## src/rtl/core_fpu_pkg.sv

```systemverilog
// Shared definitions for the FP execute sequencer: result-mux selects,
// compare function codes, sequencer states and default unit latencies.
package core_fpu_pkg;

   localparam int DEF_ADD_LAT = 4;
   localparam int DEF_MUL_LAT = 3;
   localparam int DEF_DIV_LAT = 12;
   localparam int DEF_CMP_LAT = 1;
   localparam int DEF_CNT_W   = 5;

   // Writeback result mux select
   typedef enum logic [1:0] {
      SRC_ADD = 2'd0,
      SRC_MUL = 2'd1,
      SRC_DIV = 2'd2,
      SRC_CMP = 2'd3
   } wb_src_e;

   // Compare function, func3 encoding
   typedef enum logic [1:0] {
      CMP_FLE = 2'b00,
      CMP_FLT = 2'b01,
      CMP_FEQ = 2'b10
   } cmp_func_e;

   // Sequencer states
   typedef enum logic [1:0] {
      IDLE = 2'd0,
      RUN  = 2'd1,
      WB   = 2'd2
   } seq_state_e;

   // Number of decoded op flags raised; anything other than one is not issuable
   function automatic logic [2:0] op_count(input logic [6:0] flags);
      logic [2:0] n;
      n = 3'd0;
      for (int i = 0; i < 7; i++) begin
         n = n + {2'b00, flags[i]};
      end
      return n;
   endfunction

endpackage

```

## src/rtl/core_fpu_lat_cnt.sv

```systemverilog
// Loadable down-counter that times a unit's fixed latency.
// Clear and reset beat load, load beats decrement; it parks at zero.
module core_fpu_lat_cnt #(
   parameter int CNT_W = 5
) (
   input  logic             CLK,
   input  logic             RST,
   input  logic             clr,
   input  logic             load,
   input  logic [CNT_W-1:0] load_val,
   input  logic             dec,
   output logic             zero
);

   logic [CNT_W-1:0] cnt_r;

   // Count register with clear/load/decrement priority
   always_ff @(posedge CLK) begin
      if (RST) begin
         cnt_r <= '0;
      end else if (clr) begin
         cnt_r <= '0;
      end else if (load) begin
         cnt_r <= load_val;
      end else if (dec && (cnt_r != '0)) begin
         cnt_r <= cnt_r - {{(CNT_W-1){1'b0}}, 1'b1};
      end else begin
         cnt_r <= cnt_r;
      end
   end

   assign zero = (cnt_r == '0);

endmodule

```

## src/rtl/core_fpu_seq.sv

```systemverilog
// FP execute sequencer: accepts one decoded FP op, pulses the selected
// unit's start, times its latency and emits a one-cycle writeback.
// Optional build macro FPU_SEQ_PERF_EN adds busy/stall cycle counters.
module core_fpu_seq
   import core_fpu_pkg::*;
#(
   parameter int ADD_LAT = DEF_ADD_LAT,
   parameter int MUL_LAT = DEF_MUL_LAT,
   parameter int DIV_LAT = DEF_DIV_LAT,
   parameter int CMP_LAT = DEF_CMP_LAT,
   parameter int CNT_W   = DEF_CNT_W
) (
   input  logic        CLK,
   input  logic        RST,
   input  logic        ISSUE_VALID,
   input  logic        I_FADDS,
   input  logic        I_FSUBS,
   input  logic        I_FMULS,
   input  logic        I_FDIVS,
   input  logic        I_FEQS,
   input  logic        I_FLTS,
   input  logic        I_FLES,
   input  logic [4:0]  RD_NUM,
   input  logic        FLUSH,
   output logic        ISSUE_READY,
   output logic        ADD_START,
   output logic        ADD_SUB,
   output logic        MUL_START,
   output logic        DIV_START,
   output logic        CMP_START,
   output logic [1:0]  CMP_FUNC,
   output logic        WB_VALID,
   output logic [4:0]  WB_RD,
   output logic [1:0]  WB_SRC,
   output logic        BUSY,
   output logic [4:0]  PEND_RD,
   output logic        ILLEGAL
`ifdef FPU_SEQ_PERF_EN
   ,
   output logic [31:0] PERF_BUSY,
   output logic [31:0] PERF_STALL
`endif
);

   localparam logic [CNT_W-1:0] ADD_LD = CNT_W'(ADD_LAT - 1);
   localparam logic [CNT_W-1:0] MUL_LD = CNT_W'(MUL_LAT - 1);
   localparam logic [CNT_W-1:0] DIV_LD = CNT_W'(DIV_LAT - 1);
   localparam logic [CNT_W-1:0] CMP_LD = CNT_W'(CMP_LAT - 1);

   seq_state_e       state_r;
   logic [4:0]       pend_rd_r;
   wb_src_e          wb_src_r;
   logic             add_sub_r;
   cmp_func_e        cmp_func_r;
   logic             add_start_r;
   logic             mul_start_r;
   logic             div_start_r;
   logic             cmp_start_r;
   logic             illegal_r;

   logic [6:0]       flags_s;
   logic [2:0]       n_flags_s;
   logic             ready_s;
   logic             take_s;
   logic             accept_s;
   logic             multi_s;
   wb_src_e          sel_src_s;
   cmp_func_e        sel_func_s;
   logic [CNT_W-1:0] load_val_s;
   logic             cnt_clr_s;
   logic             cnt_dec_s;
   logic             cnt_zero_s;

   // Issue handshake, flag validation and unit/latency decode
   always_comb begin
      flags_s    = {I_FLES, I_FLTS, I_FEQS, I_FDIVS, I_FMULS, I_FSUBS, I_FADDS};
      n_flags_s  = op_count(flags_s);
      ready_s    = ((state_r == IDLE) || (state_r == WB)) && !FLUSH;
      take_s     = ISSUE_VALID && ready_s;
      accept_s   = take_s && (n_flags_s == 3'd1);
      multi_s    = take_s && (n_flags_s > 3'd1);
      sel_src_s  = SRC_ADD;
      load_val_s = ADD_LD;
      sel_func_s = CMP_FLE;
      if (I_FMULS) begin
         sel_src_s  = SRC_MUL;
         load_val_s = MUL_LD;
      end else if (I_FDIVS) begin
         sel_src_s  = SRC_DIV;
         load_val_s = DIV_LD;
      end else if (I_FEQS || I_FLTS || I_FLES) begin
         sel_src_s  = SRC_CMP;
         load_val_s = CMP_LD;
      end else begin
         sel_src_s  = SRC_ADD;
         load_val_s = ADD_LD;
      end
      if (I_FEQS) begin
         sel_func_s = CMP_FEQ;
      end else if (I_FLTS) begin
         sel_func_s = CMP_FLT;
      end else begin
         sel_func_s = CMP_FLE;
      end
      cnt_clr_s = FLUSH && (state_r == RUN);
      cnt_dec_s = (state_r == RUN);
   end

   core_fpu_lat_cnt #(
      .CNT_W (CNT_W)
   ) u_lat_cnt (
      .CLK      (CLK),
      .RST      (RST),
      .clr      (cnt_clr_s),
      .load     (accept_s),
      .load_val (load_val_s),
      .dec      (cnt_dec_s),
      .zero     (cnt_zero_s)
   );

   // Sequencer FSM with its registered strobes and latched op fields
   always_ff @(posedge CLK) begin
      if (RST) begin
         state_r     <= IDLE;
         pend_rd_r   <= 5'd0;
         wb_src_r    <= SRC_ADD;
         add_sub_r   <= 1'b0;
         cmp_func_r  <= CMP_FLE;
         add_start_r <= 1'b0;
         mul_start_r <= 1'b0;
         div_start_r <= 1'b0;
         cmp_start_r <= 1'b0;
         illegal_r   <= 1'b0;
      end else begin
         add_start_r <= accept_s && (sel_src_s == SRC_ADD);
         mul_start_r <= accept_s && (sel_src_s == SRC_MUL);
         div_start_r <= accept_s && (sel_src_s == SRC_DIV);
         cmp_start_r <= accept_s && (sel_src_s == SRC_CMP);
         illegal_r   <= multi_s;
         if (accept_s) begin
            pend_rd_r  <= RD_NUM;
            wb_src_r   <= sel_src_s;
            add_sub_r  <= I_FSUBS;
            cmp_func_r <= sel_func_s;
         end else begin
            pend_rd_r  <= pend_rd_r;
            wb_src_r   <= wb_src_r;
            add_sub_r  <= add_sub_r;
            cmp_func_r <= cmp_func_r;
         end
         case (state_r)
            IDLE: state_r <= accept_s ? RUN : IDLE;
            RUN: begin
               if (FLUSH) begin
                  state_r <= IDLE;
               end else if (cnt_zero_s) begin
                  state_r <= WB;
               end else begin
                  state_r <= RUN;
               end
            end
            // The writeback in WB is already committed; a back-to-back accept re-arms RUN
            WB:      state_r <= accept_s ? RUN : IDLE;
            default: state_r <= IDLE;
         endcase
      end
   end

   assign ISSUE_READY = ready_s;
   assign ADD_START   = add_start_r;
   assign ADD_SUB     = add_sub_r;
   assign MUL_START   = mul_start_r;
   assign DIV_START   = div_start_r;
   assign CMP_START   = cmp_start_r;
   assign CMP_FUNC    = cmp_func_r;
   assign WB_VALID    = (state_r == WB);
   assign WB_RD       = pend_rd_r;
   assign WB_SRC      = wb_src_r;
   assign BUSY        = (state_r != IDLE);
   assign PEND_RD     = pend_rd_r;
   assign ILLEGAL     = illegal_r;

`ifdef FPU_SEQ_PERF_EN
   logic [31:0] perf_busy_r;
   logic [31:0] perf_stall_r;

   // Free-running busy and decode-stall cycle counters, insensitive to FLUSH
   always_ff @(posedge CLK) begin
      if (RST) begin
         perf_busy_r  <= 32'd0;
         perf_stall_r <= 32'd0;
      end else begin
         perf_busy_r  <= perf_busy_r + {31'd0, (state_r != IDLE)};
         perf_stall_r <= perf_stall_r + {31'd0, (ISSUE_VALID && !ready_s)};
      end
   end

   assign PERF_BUSY  = perf_busy_r;
   assign PERF_STALL = perf_stall_r;
`endif

endmodule

```

## config.mk

```make
export PLATFORM = sky130hd
export DESIGN_NAME = core_fpu_seq
export DESIGN_NICKNAME = d
export VERILOG_FILES = /design/src/rtl/core_fpu_pkg.sv /design/src/rtl/core_fpu_lat_cnt.sv /design/src/rtl/core_fpu_seq.sv
export SDC_FILE = /design/constraint.sdc
export NUM_CORES = 1
export LEC_CHECK = 0
export ABC_AREA = 1
export BUFFER_PORTS_ARGS = -buffer_cell sky130_fd_sc_hd__buf_2
export CORE_ASPECT_RATIO = 0.75
export CORE_MARGIN = 8
export CORE_UTILIZATION = 30
export DETAILED_ROUTE_END_ITERATION = 6
export MAX_ROUTING_LAYER = met4
export SYNTH_ARGS = -nofsm -noshare
export SYNTH_HDL_FRONTEND = slang
export SYNTH_SLANG_ARGS = --single-unit
```

## constraint.sdc

```tcl
create_clock -name CLK -period 4.45 [get_ports CLK]
set_input_delay 0.89 -clock CLK [delete_from_list [all_inputs] [get_ports CLK]]
set_output_delay 0.89 -clock CLK [all_outputs]
set_load 0.02 [all_outputs]
```

==> out/qor.yml, run 1 <==
status:
  status: "completed"
synthesis:
  syn_inst: 155
  synth_edf_count: 0
  synth-seq-cells: 22
  synthArstFlopShare_pct: 0
  syn_nets: 177
  synth.yosys.seq_area_share_pct: 36.9
  syn_area_um2: 1190
  synthFlopType: "dfxtp_1"
  ys_warn_count: 0
  synth_area_per_cell_um2: 7.70
  synth_cell_types: 28
route:
  final_antenna_net_count: 0
  wl_per_cell_um: 11.1
  vias: 1015
  first_pass_iters: 4
  drcViolationCount: 0
  wl_um: 2710
  routed_via_density: 4.16
  detail_route.iter0.violations: 30
hold_path:
  hold_class: "reg -> reg"
  hp-start: "CMP_FUNC[1]"
global_routing:
  antenna_found_initial: 0
  grt_max_degree: 18
  grt_pass1_vias: 990
  track_usage_pct: 9.27
  grt_first_pass_wirelength_um: 4510
  overflow: 0
clock_network:
  h-tree-depth: 1
  ctsRootBufferMaster: "clkbuf_8"
  cts_buffers: 3
  clock_latency_ps: 260
  cts_resized: 0
  tritoncts: "yes"
  clk_pin_slew_worst_paths_ps: 80
  holdBufCountCts: 0
  clk_path_buf_depth: 2
  cts_setup_buffers: 0
  cts.sinks: 22
floorplan:
  ios: 39
  die_w_um: 88.8
  rows: 20
  die-area_um2: 6270
  die_h_um: 70.6
  fp.coreArea_um2: 3930
  start_util_pct: 30.4
worst_setup_path:
  worstPathMaxFanout: 15
  path_cells: "buf_2 -> inv_1 -> fa_1 -> fa_1 -> fa_1 -> fa_1 -> nand3_1 -> nor2_4 -> nand2_1 -> nand2_1 -> nor2_1 -> nor2_1"
  critPathRequiredTime_ps: 4660
  worstSetupPathType: "in -> reg"
  crit_slowest_cell: "fa_1"
  end_kind: "register"
  cp.arrival_ps: 3740
  r2r_start: "u_lat_cnt.cnt_r[0]"
  slowest_delay_ps: 510
  start_kind: "input pin"
  crit_top_cell: "fa_1"
  startpoint: "I_FDIVS"
sta:
  setup_viol_count_final: 0
  max_slew_margin_pct: 77.5
  finalCritPeriodShare_pct: 79.4
  rsz0062_at_grt: "no"
  hold_viol: 0
  finalMaxSlewViolations: 0
  finalSetupTns_ps: 0
  fin_crit_ps: 3530
  fmax_mhz: 283
  worstMarginPinSlew_ps: 337
  clock_skew_ps: 2.58
placement:
  port_buffers: 38
  placed_cells: 240
  place.gp.congestion: 0.801
  dp_hpwl_um: 2160
final_layout:
  drive_above_1_share_pct: 30.7
  layout.nets: 212
  area_delta_synth_final_pct: 21.7
  mostFrequentLayoutCell: "buf_2"
  stdcell_count: 244
  diodes: 0
  final_cell_mix: "38 x buf_2, 27 x nor2_1, 24 x inv_1, 24 x nand2_1, 22 x dfxtp_1"
  fillers: 449
pwr:
  leakage_nw: 0.782
  vdd_drop_max_v: 0.000117
  power_density_nw_per_um2: 355
run:
  cap_violations: 0
-- registers in the layout, summed over array words and instances, names as in the netlist --
name,flops
state_r,2
DIV_START,1
ADD_START,1
PEND_RD,5
CMP_FUNC,2
u_lat_cnt.cnt_r,5
CMP_START,1
WB_SRC,2
ILLEGAL,1
MUL_START,1
ADD_SUB,1
-- kinds of logic after synthesis --
kind of cell / count (synthesis) / share of synthesized area, %
and+or+nand+nor: 75 / 31.3
buffers and inverters: 34 / 14.4
AOI/OAI and AO/OA: 18 / 8.60
adders and majority gates: 6 / 8.80
DFF: 22 / 36.9
-- critical path: cells and delay by family --
kind | cells | cell delay (ps)
simple gates | 6 | 840
fa+ha+maj | 4 | 1790
buf+inv | 2 | 210
-- path summary, 6_finish.rpt --
check	endpoint	slack (ps)	cells after the start
worst max-delay path	u_lat_cnt.cnt_r[3]	920	12
worst min-delay path	CMP_FUNC[1]	480	2
worst max register to register	u_lat_cnt.cnt_r[1]	3070	10
worst min register to register	CMP_FUNC[1]	480	2
-- area by class of cell --
| cell class | instances | area (um2) | area share (%) |
|---|---|---|---|
| Multi-Input combinational cell | 99 | 582 | 40.1 |
| Sequential cell | 22 | 440 | 30.3 |
| Timing Repair Buffer | 38 | 190 | 13.1 |
| Inverter | 26 | 100 | 6.89 |
| Tap cell | 55 | 68.8 | 4.74 |
| Clock buffer | 3 | 41.3 | 2.84 |
| Clock inverter | 1 | 30.0 | 2.07 |
-- stage by stage --
stage	hold slack (ps)	power [mW]	util [%]	area (um2)	setup WS, ps
floorplan	482	0.310	-	1190	979
global placement	473	0.334	35.2	1380	651
detailed placement	465	0.336	35.2	1380	586
CTS	479	0.522	37.0	1450	873
global route	493	0.545	37.0	1450	759
finish	476	0.516	37.0	1450	916
-- metal layers --
| metal | vias up | track usage, % | wire [um] |
|---|---|---|---|
| li1 | 543 | - | - |
| met4 | 0 | 5.05 | 56 |
| met2 | 20 | 14.0 | 1200 |
| met1 | 447 | 11.5 | 1370 |
| met3 | 5 | 1.39 | 83 |
| met5 | - | - | 0 |
-- power breakdown --
group          internal (mW)  switching (mW)
Combinational         0.0421          0.0744
Sequential             0.207         0.00566
Clock                  0.120          0.0668
-- cells in the mapped netlist (4+ instances only) --
cell	n	area (um2)
a21oi_1	4	20.0
buf_4	5	37.5
dfxtp_1	22	440
fa_1	4	80.1
inv_1	24	90.1
nand2_1	24	90.1
nand3_1	5	25.0
nor2_1	27	101
o21ai_0	10	50.1
No activity file was read; power rests on OpenSTA's default activity.
==> run 2, diff against run 1 <==
- clock period: 4.45 -> 3.2 ns (I/O delays scaled with it)
==> run 2 against run 1 <==
Net effect: sequential share of layout area fell by 1.7 points; via count is 1.9% higher; sequential power rose by 39%; non-clock buffer count rose by 9; count of clock-buffer cells in the layout unchanged; largest cell class unchanged; clock power up 39%; global-route usage is 0.056 points higher; critical path depth stayed put; critical path type unchanged.
==> out/qor.yml, run 2 (synthesis gave the netlist of run 1 again) <==
sta:
  rsz0062_at_grt: "yes"
  max_slew_margin_pct: 77.3  # -0.17 points
  hold_viol: 0  # unchanged
  fmax_mhz: 328
  clock_skew_ps: 3.26  # +0.682 ps
  finalMaxSlewViolations: 0  # unchanged
  fin_crit_ps: 3050
  worstMarginPinSlew_ps: 336  # -0.175 ps
  setup_viol_count_final: 0  # unchanged
  finalCritPeriodShare_pct: 95.2
  setup_slack_ps: 153  # -763 ps
floorplan:
  die-area_um2: 6270  # unchanged
  start_util_pct: 30.4  # unchanged
  rows: 20  # unchanged
  die_h_um: 70.6  # unchanged
  ios: 39  # unchanged
  die_w_um: 88.8  # unchanged
  fp.coreArea_um2: 3930  # unchanged
worst_setup_path:
  startpoint: "I_FADDS"
  path_cells: "buf_2 -> inv_1 -> fa_1 -> fa_1 -> fa_2 -> fa_1 -> nand3_2 -> inv_2 -> nand2_4 -> buf_4 -> nor2_1 -> nor2_1"
  start_kind: "input pin"
  r2r_start: "u_lat_cnt.cnt_r[0]"
  slowest_delay_ps: 550  # +40 ps
  worstPathMaxFanout: 11  # -4
  critPathRequiredTime_ps: 3360  # -1300 ps
  cp.arrival_ps: 3210  # -530 ps
  end_kind: "register"
  worstSetupPathType: "in -> reg"
  crit_top_cell: "fa_1"
  crit_slowest_cell: "fa_1"
clock_network:
  clock_latency_ps: 260  # about the same
  tritoncts: "yes"
  cts_buffers: 3  # unchanged
  ctsRootBufferMaster: "clkbuf_8"
  clk_pin_slew_worst_paths_ps: 80  # about the same
  h-tree-depth: 1  # unchanged
  cts_setup_buffers: 0  # unchanged
  clk_path_buf_depth: 2  # unchanged
  cts.sinks: 22  # unchanged
route:
  drcViolationCount: 0  # unchanged
  detail_route.iter0.violations: 70  # +130%
  wl_per_cell_um: 10.4  # -6.0%
  vias: 1034  # +1.9%
  routed_via_density: 4.09  # -1.8%
  final_antenna_net_count: 0  # unchanged
  first_pass_iters: 4  # unchanged
  wl_um: 2640  # -2.5%
pwr:
  vdd_drop_max_v: 0.000160  # +37%
  power_density_nw_per_um2: 477  # +34%
  leakage_nw: 0.822  # +5.2%
  finalPower_uw: 734  # +42%
global_routing:
  antenna_found_initial: 0  # unchanged
  grt_first_pass_wirelength_um: 4560  # +1.1%
  grt_pass1_vias: 1010  # +2.0%
  grt_max_degree: 14  # -4
  track_usage_pct: 9.33  # +0.056 points
  overflow: 0  # unchanged
placement:
  place.gp.congestion: 0.760  # -5.2%
  dpl_cell_area_um2: 1450  # +5.3%
  dp_hpwl_um: 2150  # -0.54%
  place_ws_ps: -179  # -764 ps
  placed_cells: 249  # +3.8%
  port_buffers: 38  # unchanged
status:
  status: "completed"
final_layout:
  stdcell_count: 253  # +3.7%
  final_cell_mix: "38 x buf_2, 27 x nor2_1, 23 x nand2_1"
  mostFrequentLayoutCell: "buf_2"
  diodes: 0  # unchanged
  area_delta_synth_final_pct: 28.8
  layout.nets: 221  # +4.2%
  stdcell_area_um2: 1540  # +5.9%
  drive_above_1_share_pct: 36.4  # +5.7 points
hold_path:
  hold_class: "reg -> reg"
  hp-start: "CMP_FUNC[0]"
run:
  cap_violations: 0  # unchanged
run 2: critical path, delay by kind of cell:
family / cells / cell delay [ps]
buffers and inverters: 4 / 370
AND/OR/NAND/NOR: 4 / 340
adder cells (fa/ha/maj): 4 / 1860
run 2: path summary, 6_finish.rpt:
| path | to | slack [ps] | depth (start not counted) |
|---|---|---|---|
| worst max-delay path | PEND_RD[4] | 150 | 12 |
| worst min-delay path | CMP_FUNC[0] | 470 | 2 |
| worst max register to register | u_lat_cnt.cnt_r[1] | 1810 | 10 |
| worst min register to register | CMP_FUNC[0] | 470 | 2 |
run 2: what timing repair did:
item / CTS / global route
hold buffers: 0 / 0
endpoints found under the setup margin: 0 / 12
resized for setup: 0 / 5
run 2: final cells by class:
class / count / area [um2]
tap: 55 / 68.8
clock inverter: 1 / 30.0
multi-input combinational: 99 / 592
timing repair buffer: 47 / 265
clock buffer: 3 / 41.3
sequential: 22 / 440
inverter: 26 / 100
fill: 422 / 2390
run 2: through the flow:
stage | utilization (%) | hold slack, ps | TNS (ps)
after global routing | 39.1 | 487 | -4.70
after detailed placement | 37.0 | 460 | -2820
after floorplan | - | 482 | 0
after CTS | 38.8 | 473 | 0
final | 39.1 | 475 | 0
after global placement | 37.0 | 472 | -2290
run 2: power breakdown:
part	internal (mW)	switching [mW]	total (mW)
Combinational	0.0701	0.109	0.179
Sequential	0.288	0.00764	0.296
Clock	0.167	0.0923	0.259
Total	0.525	0.209	0.734
run 2: metal layers:
metal / vias to the layer above / part of all wire [%] / global-route usage [%]
li1: 557 / - / -
met1: 452 / 50 / 12.0
met2: 20 / 44 / 13.5
met3: 5 / 3.5 / 1.39
met4: 0 / 2.2 / 5.05
met5: - / 0 / -
==> run 3, diff against run 2 <==
==> constraint.sdc (replaced) <==
create_clock -name CLK -period 3.2 [get_ports CLK]
set_input_delay 0.32 -clock CLK [delete_from_list [all_inputs] [get_ports CLK]]
set_output_delay 0.32 -clock CLK [all_outputs]
set_load 0.02 [all_outputs]
==> run 3 against run 2 <==
Net effect: routed wire length is 3.4% higher; fmax up 4.2%; final cell count down 3.2%; final area decreased by 6.5%; power fell by 14%; non-clock buffer count is 7 lower; first-iteration DRC count decreased by 16%; combinational power is 8% lower; via count shrank 0.97%; clock skew grew 0.79 ps; die area unchanged; flip-flop and latch count unchanged; largest power group unchanged.
==> out/qor.yml, run 3 (synthesis gave the netlist of run 1 again) <==
sta:
  finalSetupTns_ps: 0  # unchanged
  setup_slack_ps: 275  # +123 ps
  hold_viol: 0  # unchanged
  setup_viol_count_final: 0  # unchanged
  worstMarginPinSlew_ps: 237  # -99.8 ps
  fin_crit_ps: 2920  # -123 ps
  rsz0062_at_grt: "no"
  fmax_mhz: 342  # +4.2%
  final.hold.worst_slack_ps: 280  # -194 ps
  finalCritPeriodShare_pct: 91.4  # -3.8 points
  clock_skew_ps: 4.05  # +0.788 ps
  finalMaxSlewViolations: 0  # unchanged
  max_slew_margin_pct: 84.1  # +6.7 points
placement:
  placed_cells: 242  # -2.8%
  dp_hpwl_um: 2160  # +0.50%
  dpl_cell_area_um2: 1400  # -4.0%
  port_buffers: 38  # unchanged
  place_ws_ps: -13.4  # +165 ps
  place.gp.congestion: 0.830  # +9.2%
clock_network:
  holdBufCountCts: 0  # unchanged
  clk_path_buf_depth: 2  # unchanged
  clk_pin_slew_worst_paths_ps: 80  # about the same
  ctsRootBufferMaster: "clkbuf_8"
  cts_buffers: 3  # unchanged
  cts_resized: 0  # unchanged
  h-tree-depth: 1  # unchanged
  clock_latency_ps: 260  # about the same
  cts_setup_buffers: 0  # unchanged
  tritoncts: "yes"
  cts.sinks: 22  # unchanged
route:
  final_antenna_net_count: 0  # unchanged
  first_pass_iters: 4  # unchanged
  vias: 1024  # -0.97%
  wl_um: 2730  # +3.4%
  wl_per_cell_um: 11.2  # +6.8%
  routed_via_density: 4.18  # +2.3%
  drcViolationCount: 0  # unchanged
  detail_route.iter0.violations: 59  # -16%
worst_setup_path:
  r2r_cells: 10  # unchanged
  critPathRequiredTime_ps: 3400  # +40 ps
  worstPathMaxFanout: 17  # +6
  cp.arrival_ps: 3120  # -90 ps
  start_kind: "input pin"
  worstSetupPathType: "in -> reg"
  r2r_end: "u_lat_cnt.cnt_r[1]"
  r2r_start: "u_lat_cnt.cnt_r[0]"
  startpoint: "I_FDIVS"
  endpoint: "ADD_START"
  r2r_setup_slack_ps: 1830  # +20 ps
  end_kind: "register"
status:
  status: "completed"
final_layout:
  drive_above_1_share_pct: 31.1  # -5.3 points
  final_cell_mix: "38 x buf_2, 27 x nor2_1, 24 x inv_1, 24 x nand2_1, 22 x dfxtp_1"
  area_delta_synth_final_pct: 20.4
  layout.nets: 214  # -3.2%
  fin_util_pct: 36.6  # -2.5 points
  stdcell_area_um2: 1440  # -6.5%
  stdcell_count: 245  # -3.2%
  mostFrequentLayoutCell: "buf_2"
  diodes: 0  # unchanged
floorplan:
  fp.coreArea_um2: 3930  # unchanged
  die_w_um: 88.8  # unchanged
  die_h_um: 70.6  # unchanged
  die-area_um2: 6270  # unchanged
  start_util_pct: 30.4  # unchanged
  ios: 39  # unchanged
  rows: 20  # unchanged
global_routing:
  overflow: 0  # unchanged
  grt_max_degree: 18  # +4
  grt_use_met1_pct: 12.1  # +0.062 points
  track_usage_pct: 9.26  # -0.069 points
  grt_first_pass_wirelength_um: 4500  # -1.4%
  grt_use_met3_pct: 2.55  # +1.2 points
  grt_busiest_layer: "met2"
  antenna_found_initial: 0  # unchanged
  grt_pass1_vias: 970  # -4.0%
  grtUsageMet2_pct: 13.1  # -0.41 points
pwr:
  combPwrFrac_pct: 26.1  # +1.7 points
  swShare_pct: 31.6  # +3.2 points
  switching_power_uw: 200  # -4.1%
  p_clk_share_pct: 27.1  # -8.2 points
  power_density_nw_per_um2: 440  # -7.8%
  seq_power_share_pct: 46.8  # +6.5 points
  vdd_drop_max_v: 0.000169  # +5.7%
  internal-power_uw: 433  # -18%
  finalPower_uw: 633  # -14%
  leakage_nw: 0.778  # -5.4%
run:
  cap_violations: 0  # unchanged
hold_path:
  hold_class: "in -> reg"
-- run 3: cell types whose count changed in the layout (fill, tap and decap cells not counted), sizes merged --
cell    before  now
buf         47   40
bufinv       1    0
-- run 3: worst min path at each step --
stage	from	to	cells after the start
after floorplan	RD_NUM[0]	PEND_RD[0]	2
after global placement	CMP_FUNC[0]	CMP_FUNC[0]	2
after detailed placement	CMP_FUNC[1]	CMP_FUNC[1]	2
after CTS	RD_NUM[3]	PEND_RD[3]	3
after global routing	RD_NUM[3]	PEND_RD[3]	3
final	RD_NUM[0]	PEND_RD[0]	3
-- run 3: power by group through the flow --
stage          Combinational, mW  Clock [mW]  Sequential, mW
2_1_floorplan              0.118           0           0.313
3_3_place_gp               0.165           0           0.302
3_5_place_dp               0.166           0           0.302
4_1_cts                    0.166       0.176           0.296
5_1_grt                    0.186       0.192           0.298
6_report                   0.165       0.172           0.296
-- run 3: layer usage --
metal	share of wire [%]	up-vias	wire length, um
li1	-	544	-
met1	51	455	1390
met2	43	23	1190
met3	4.3	2	117
met4	1.4	0	38
met5	0	-	0
-- run 3: worst max-delay path: stages --
cell,delay (ps)
buf_2,110
inv_1,120
fa_1,450
fa_1,460
fa_1,380
fa_1,510
nand3_1,140
inv_1,120
nand2_4,140
nor2_2,190
and3_1,180
-- run 3: layout make-up --
type	instances	area (um2)
fill	421	2490
multi-input combinational	99	582
tap	55	68.8
sequential	22	440
inverter	26	100
clock buffer	3	41.3
timing repair buffer	40	205
